**src/rtl/barrett_pkg.sv**
```systemverilog
// Shared types and widths for the Barrett constant precompute block.
package barrett_pkg;

   localparam int BARRETT_W = 64;
   localparam int CNT_W     = 8;

   typedef enum logic [1:0] {IDLE, BITLEN, DIVIDE, DONE} mu_state_t;

   // Width needed to hold a bitlength in 0..width.
   function automatic int bitlen_w(input int width);
      return $clog2(width + 1);
   endfunction

endpackage

```
**src/rtl/lead_one_detect.sv**
```systemverilog
// Priority encoder: bitlength of value (leading-one index + 1), 0 for a zero input.
module lead_one_detect
   import barrett_pkg::*;
#(
   parameter int WIDTH = BARRETT_W,
   parameter int BL_W  = bitlen_w(WIDTH)
) (
   input  logic [WIDTH-1:0] value,
   output logic [BL_W-1:0]  bitlen
);

   always_comb begin
      bitlen = '0;
      for (int i = 0; i < WIDTH; i++) begin
         if (value[i]) begin
            bitlen = BL_W'(i + 1);
         end
      end
   end

endmodule

```
**src/rtl/barrett_mu_precomp.sv**
```systemverilog
// Barrett constant precompute: bitlength k of m and mu = floor(2^(2k)/m)
// from a bit-serial restoring divider, one quotient bit per clock.
//
// state  | meaning
// IDLE   | waiting for start_i; outputs hold the last result
// BITLEN | register k, range check, load the iteration count
// DIVIDE | one restoring-divide step per cycle, down to cnt = 0
// DONE   | valid_o pulse, then back to IDLE
module barrett_mu_precomp
   import barrett_pkg::*;
#(
   parameter int WIDTH = BARRETT_W
) (
   input  logic             clk_i,
   input  logic             rst_i,
   input  logic             start_i,
   input  logic [WIDTH-1:0] m_i,
   output logic             busy_o,
   output logic             valid_o,
   output logic             err_o,
   output logic [WIDTH-1:0] mu_o,
   output logic [WIDTH-1:0] m_bl_o
);

   localparam int BL_W = bitlen_w(WIDTH);
   localparam logic [BL_W-1:0] BL_MAX = BL_W'(WIDTH - 2);

   mu_state_t        state;
   logic [WIDTH-1:0] m_q;
   logic [WIDTH-1:0] r_q;
   logic [WIDTH-1:0] q_q;
   logic [CNT_W-1:0] cnt;

   logic [BL_W-1:0]  bl;
   logic [CNT_W-1:0] two_k;
   logic             dbit;
   logic             qbit;
   logic [WIDTH-1:0] r_shift;
   logic [WIDTH-1:0] r_next;
   logic [WIDTH-1:0] q_next;

   lead_one_detect #(
      .WIDTH (WIDTH),
      .BL_W  (BL_W)
   ) u_lead_one (
      .value  (m_q),
      .bitlen (bl)
   );

   // Dividend is 2^(2k): only the first iteration shifts in a one.
   always_comb begin
      two_k   = CNT_W'(m_bl_o) << 1;
      dbit    = (cnt == two_k);
      r_shift = {r_q[WIDTH-2:0], dbit};
      qbit    = (r_shift >= m_q);
      r_next  = qbit ? (r_shift - m_q) : r_shift;
      q_next  = {q_q[WIDTH-2:0], qbit};
   end

   assign busy_o  = (state == DIVIDE);
   assign valid_o = (state == DONE);

   // An out-of-range modulus still makes one DIVIDE pass with the result
   // suppressed, so the error answer always arrives two cycles after accept.
   always_ff @(posedge clk_i) begin
      if (rst_i) begin
         state  <= IDLE;
         m_q    <= '0;
         r_q    <= '0;
         q_q    <= '0;
         cnt    <= '0;
         err_o  <= 1'b0;
         mu_o   <= '0;
         m_bl_o <= '0;
      end else begin
         case (state)
            IDLE: begin
               if (start_i) begin
                  m_q   <= m_i;
                  r_q   <= '0;
                  q_q   <= '0;
                  err_o <= 1'b0;
                  state <= BITLEN;
               end
            end
            BITLEN: begin
               m_bl_o <= WIDTH'(bl);
               if ((bl == '0) || (bl > BL_MAX)) begin
                  err_o <= 1'b1;
                  mu_o  <= '0;
                  cnt   <= '0;
               end else begin
                  cnt <= CNT_W'(bl) << 1;
               end
               state <= DIVIDE;
            end
            DIVIDE: begin
               r_q <= r_next;
               q_q <= q_next;
               if (cnt == '0) begin
                  if (!err_o) begin
                     mu_o <= q_next;
                  end
                  state <= DONE;
               end else begin
                  cnt <= cnt - 1'b1;
               end
            end
            DONE: begin
               state <= IDLE;
            end
            default: begin
               state <= IDLE;
            end
         endcase
      end
   end

endmodule

```
**config.mk**
```make
export PLATFORM = sky130hd
export DESIGN_NAME = barrett_mu_precomp
export DESIGN_NICKNAME = d
export VERILOG_FILES = /design/src/rtl/barrett_pkg.sv /design/src/rtl/lead_one_detect.sv /design/src/rtl/barrett_mu_precomp.sv
export SDC_FILE = /design/constraint.sdc
export NUM_CORES = 1
export LEC_CHECK = 0
export ABC_AREA = 1
export BUFFER_PORTS_ARGS = -buffer_cell sky130_fd_sc_hd__buf_2
export CAP_MARGIN = 40
export CORE_MARGIN = 2
export CORE_UTILIZATION = 55
export DETAILED_ROUTE_END_ITERATION = 16
export GPL_ROUTABILITY_DRIVEN = 0
export PLACE_DENSITY = 0.77
export SLEW_MARGIN = 10
export SYNTH_ARGS = -nofsm -noshare
export SYNTH_HDL_FRONTEND = slang
export SYNTH_SLANG_ARGS = --single-unit
```
**constraint.sdc**
```tcl
create_clock -name clk_i -period 5.7 [get_ports clk_i]
set_input_delay 0.285 -clock clk_i [delete_from_list [all_inputs] [get_ports clk_i]]
set_output_delay 0.285 -clock clk_i [all_outputs]
set_load 0.1 [all_outputs]
```
== Yosys cells after proc, flatten, opt, wreduce, memory -nomap -nowiden ==
Cells that the tools add are included.
Storage, ports and cells
  flip-flop bits (word level): 272
  input port bits: 67
  output and inout port bits: 131
  word-level logic and storage cells: 115
Cells by class
  add/subtract/negate cells: 2
  $lt $le $gt $ge: 2
  eq/ne operators: 9
  multiplexer cells: 81
  reductions and logical operators: 13
Operators by type and width (count)
  $pmux W63 S2: 2
  $mux W6: 32
  $mux W64: 3
  $pmux W64 S2: 1
  $mux W63: 2
  $mux W5: 16
  $ge A64 B64 Y1: 1
  $sub A63 B63 Y63: 1
  $mux W4: 8
  $mux W8: 2
  $pmux W8 S2: 1
  $mux W3: 4
  $eq A8 B8 Y1: 1
  $logic_not A8 Y1: 1
  $mux W2: 4
  $ne A2 B2 Y1 const B: 4
  $pmux W2 S4: 1
  $reduce_and A2 Y1: 4
  $sub A8 B1 Y8 const B: 1
  $gt A7 B6 Y1 const B: 1
  $logic_not A7 Y1: 1
  $mux W7: 1
  $reduce_bool A2 Y1: 3
  $eq A2 B2 Y1 const B: 2
  other kinds (8): 10

== Depth between registers and ports, before layout ==
  word-level depth: 68
  mapped depth: 69
  depth with buffers taken out: 68

== By module ==
Synthesis repeated with hierarchy kept, for this count alone.
Second synthesis, totals
  cell total of the unflattened synthesis: 3068
  area, all modules: 18225.0 µm²
Modules (own cells, without submodules)
  barrett_mu_precomp: instances 1, cells each 2851, area an instance 17294.1 µm², seq. area each 5445.2 µm²
  lead_one_detect: instances 1, cells each 217, area an instance 930.9 µm², seq. area each 0.0 µm²

== Least setup slack after synthesis ==
OpenSTA, ideal clock, no wires.
  path kind: register -> register
  from: reg m_bl_o[2]
  to: reg r_q[62]
  setup time: 0.132 ns
  data arrival time: 5.264 ns
  data required time: 5.568 ns
  path slack: 0.304 ns
  cell stages (with the launch flop): 36
  buffers on the path: 0
  clock period less this slack: 5.396 ns
  path through: dfxtp_1 > xor2_1 > nor4_1 > nand4_1 > ha_1 > fa_1 > o21ai_1 > a21oi_1 > nor2_1 > nor2_1 > o21bai_1 > a21oi_2 > o21ai_1 > a221o_1 > nand3_1 > nand2_1 > a21oi_2 > o21ai_1 > nand2_1 > o211ai_1 > nand2_1 > nand2_1 > a21o_1 > a21oi_2 > inv_1 > a21oi_2 > o21ai_1 > nand3_1 > nand2_1 > nand3_1 > nand2_1 > nand3_1 > o2111ai_1 > nor2_1 > o221ai_1 > a21oi_1
On the way
  longest elaborated chain between the ends: 4
  elaborated cells between the ends (all ways): 5
  those cells by class: add/sub (1); order compare (1); eq/ne (1); mux (2)
RTL lines
  start: declaration: line barrett_mu_precomp.sv:22  | output logic [WIDTH-1:0] m_bl_o
  start signal: assignment: line barrett_mu_precomp.sv:87  | m_bl_o <= WIDTH'(bl);
  $eq A8 B8 Y1 *: line barrett_mu_precomp.sv:53  | dbit = (cnt == two_k);
  $sub A63 B63 Y63 / $ge A64 B64 Y1 (equally long branches): line barrett_mu_precomp.sv:56, barrett_mu_precomp.sv:55
  $mux W63 *: line barrett_mu_precomp.sv:56  | r_next = qbit ? (r_shift - m_q) : r_shift;
  $pmux W63 S2 *: line barrett_mu_precomp.sv:76  | case (state)
  end signal: assignment: line barrett_mu_precomp.sv:98  | r_q <= r_next;
  end: declaration: line barrett_mu_precomp.sv:30  | logic [WIDTH-1:0] r_q;
Every way passes the cells marked *; elsewhere a longest branch is shown, timed or not.
A chain may end at the register's enable or synchronous reset.

== Worst setup path in the final report ==
Same ends and word-level chain as after synthesis.

==> flow_metrics.tcl <==
set metrics [dict create \
    status "complete, no violations" \
    dieArea_um2 28800 \
    grt_max_degree 88 \
    avgSynthCellArea_um2 6.78 \
    clk_latency_ns 0.58 \
    cpMaxStageDelayCell "fa_1" \
    ys_async_sr_fraction 0 \
    placed_area_um2 15700 \
    setup_violations 0 \
    grt_setup_unrepaired "no" \
    max_freq_mhz 190 \
    synthDistinctLibCells 50 \
    die_w_um 170 \
    syn_inst 2232 \
    slew_viol_final 0 \
    end_kind "flip-flop" \
    netlist_area_um2 15100 \
    final.period_utilization 0.921 \
    skew_ns 0.0187 \
    max_stage_delay_ns 0.42 \
    core_area_um2 27000 \
    clock_path_buffers 3 \
    p_per_area_nw_per_um2 586 \
    drive_gt1_frac 0.107 \
    synth_xor_area_frac 0.0400 \
    seq_area_frac_synth 0.360 \
    max_cap_violations 0 \
    gr-usage-met2 0.423 \
    synthAdderAreaFrac 0.0592 \
    rows 60 \
    route.vias.total 14300 \
    tightestPinTransition_ns 0.855 \
    max-slew-margin-rel 0.429 \
    cp_max_fo 3 \
    fin_setup_tns_ns 0 \
    top_usage_layer "met2" \
    ios 198 \
    synthToLayoutAreaGrowth_pct 13.1 \
    antenna_left 0 \
    synth_edf_count 0 \
    crit_top_cell "nand2_1" \
    leakagePower_nw 8.18 \
    grt_pass1_wl_um 60800 \
    cts_tree "done" \
    arrival_ns 5.68 \
    grt_antenna_before_repair 0 \
    worstSetupPathType "reg -> reg" \
    antenna_cells 0 \
    track_usage 0.250 \
    dpl_worst_slack_ns 0.0539 \
    drc 0 \
    hold_viol 0 \
    via_per_inst 5.28 \
    finalCriticalPeriod_ns 5.25 \
    path_clk_slew_ns 0.06 \
    fin_area_um2 17100 \
    place_hpwl_um 24500 \
    synth-simple-area-share 0.234 \
    htreeDepth 1 \
    synth_mux_area_frac 0 \
    synth-seq-cells 272 \
    start_kind "flip-flop" \
    vdd_drop_max_uv 440 \
    cts-root-buf "clkbuf_16" \
    start_util 0.561 \
    port_buffers 140 \
    synth_top_family_by_area "simple AND/OR/NAND/NOR gates" \
    nFillCells 2461 \
    hp-class "in -> reg" \
    layout.nets 2479 \
    drt_iter0_drc 1120 \
    setup_ws_ns 0.450 \
    yosysWarnings 0 \
    grt-ovfl-total 0 \
    holdWs_ns 0.00567 \
    dr.pass1.iters 5 \
    synth_compound_area_frac 0.194 \
    grt_pass1_vias 13100 \
    wl_per_cell_um 13.6 \
    cts_buffers 30 \
    cts_sinks 272 \
    fp.dieH_um 170 \
    met1_usage 0.329 \
    synth_top_flop_cell "dfxtp_1" \
    drt_wl_total_um 36700 \
    worstPathRequired_ns 6.13 \
    use_met3 0.0391 \
]
-- layout by cell type (no fill, tap or decap), types with 4 or more instances in the layout --
cell	count
clkbuf_8	7
dlygate4sd3_1	32
inv_1	207
ha_1	68
clkbuf_1	7
conb_1	57
clkbuf_16	30
a21oi_2	8
nand4_1	10
nand2_2	13
xnor2_1	32
a21oi_1	320
buf_4	16
dfxtp_1	272
clkinv_2	7
nor2_1	230
xor2_1	37
o21a_1	7
o21ai_2	7
buf_2	139
nor3_1	10
a211oi_1	4
nand3_1	47
o21ai_0	141
nand2_1	575
o211ai_1	22
a31oi_1	7
-- sequential cells by signal (all words and copies together), names as in the netlist --
register	cells
r_q	63
cnt	8
state	2
m_bl_o	7
mu_o	64
err_o	1
q_q	63
m_q	64
-- cell families after synthesis --
family	count (synthesis)
simple gates	897
compound gates	540
buf+inv	382
flops	272
fa+ha+maj	71
xor+xnor	69
other cells	1
-- per-layer routing --
| metal | part of all wire | vias up | wire, um |
|---|---|---|---|
| li1 | - | 7304 | - |
| met1 | 0.45 | 6515 | 16700 |
| met2 | 0.46 | 387 | 16900 |
| met3 | 0.062 | 68 | 2290 |
| met4 | 0.024 | 0 | 866 |
| met5 | 0 | - | 0 |
-- worst max-delay path, delay by kind of cell, from the launching register on --
family / cells / cell delay (ns)
buffers and inverters: 1 / 0.08
xor gates and xnor gates: 1 / 0.18
adders and majority gates: 2 / 0.67
DFF: 1 / 0.33
and+or+nand+nor: 15 / 1.73
AOI/OAI and AO/OA: 16 / 2.12
-- path summary, 6_finish.rpt --
| check | cells after the start | slack, ns | startpoint | end |
|---|---|---|---|---|
| worst max register to register | 35 | 0.45 | m_bl_o[2] | r_q[62] |
| worst min-delay path | 3 | 0.006 | m_i[31] | m_q[31] |
| worst min register to register | 2 | 0.46 | q_q[53] | q_q[53] |
| worst max-delay path | 35 | 0.45 | m_bl_o[2] | r_q[62] |
-- where the power goes --
group	total [mW]	switching [mW]	internal, mW
sequential	2.56	0.237	2.32
combinational	5.52	4.34	1.18
clock	1.95	0.801	1.15
-- cell usage after synthesis, drive strengths merged (3+ instances only) --
cell / n / area, um^2
nand2: 590 / 2250
o21a: 7 / 52.6
clkbuf: 89 / 334
buf: 78 / 556
xnor2: 32 / 280
inv: 212 / 796
a31oi: 8 / 56.3
dfxtp: 272 / 5450
nand3: 50 / 268
o21ai: 151 / 767
nor3: 10 / 50.1
nand4: 10 / 62.6
nor2: 231 / 867
a211oi: 4 / 30.0
o211ai: 22 / 165
o21bai: 5 / 45.0
xor2: 37 / 324
nor4: 3 / 18.8
a21oi: 328 / 1670
clkinv: 3 / 11.3
ha: 70 / 876
-- layout make-up --
class                      instances  area [um^2]  area share
tap                              341          427      0.0249
clock inverter                    10          128     0.00746
multi-input combinational       1634         8270       0.483
inverter                         215          811      0.0474
sequential                       272         5450       0.318
timing repair buffer             188         1160      0.0676
clock buffer                      44          873      0.0510
-- stage by stage --
step | power [mW] | std cells | util
after floorplan | 7.14 | 2288 | -
after global placement | 7.97 | 2616 | 0.584
after CTS | 10.0 | 2702 | 0.633
after global routing | 10.7 | 2704 | 0.635
final | 10.0 | 2704 | 0.635
after detailed placement | 8.04 | 2616 | 0.584
-- what timing repair did --
item | 4_1_cts | 5_1_grt
hold buffers | 32 | 0
gates resized for setup | 0 | 7
endpoints found under the hold margin | 32 | 0
setup buffers | 0 | 2
setup endpoints to repair | 0 | 29
(Power assumes the default switching activity.)
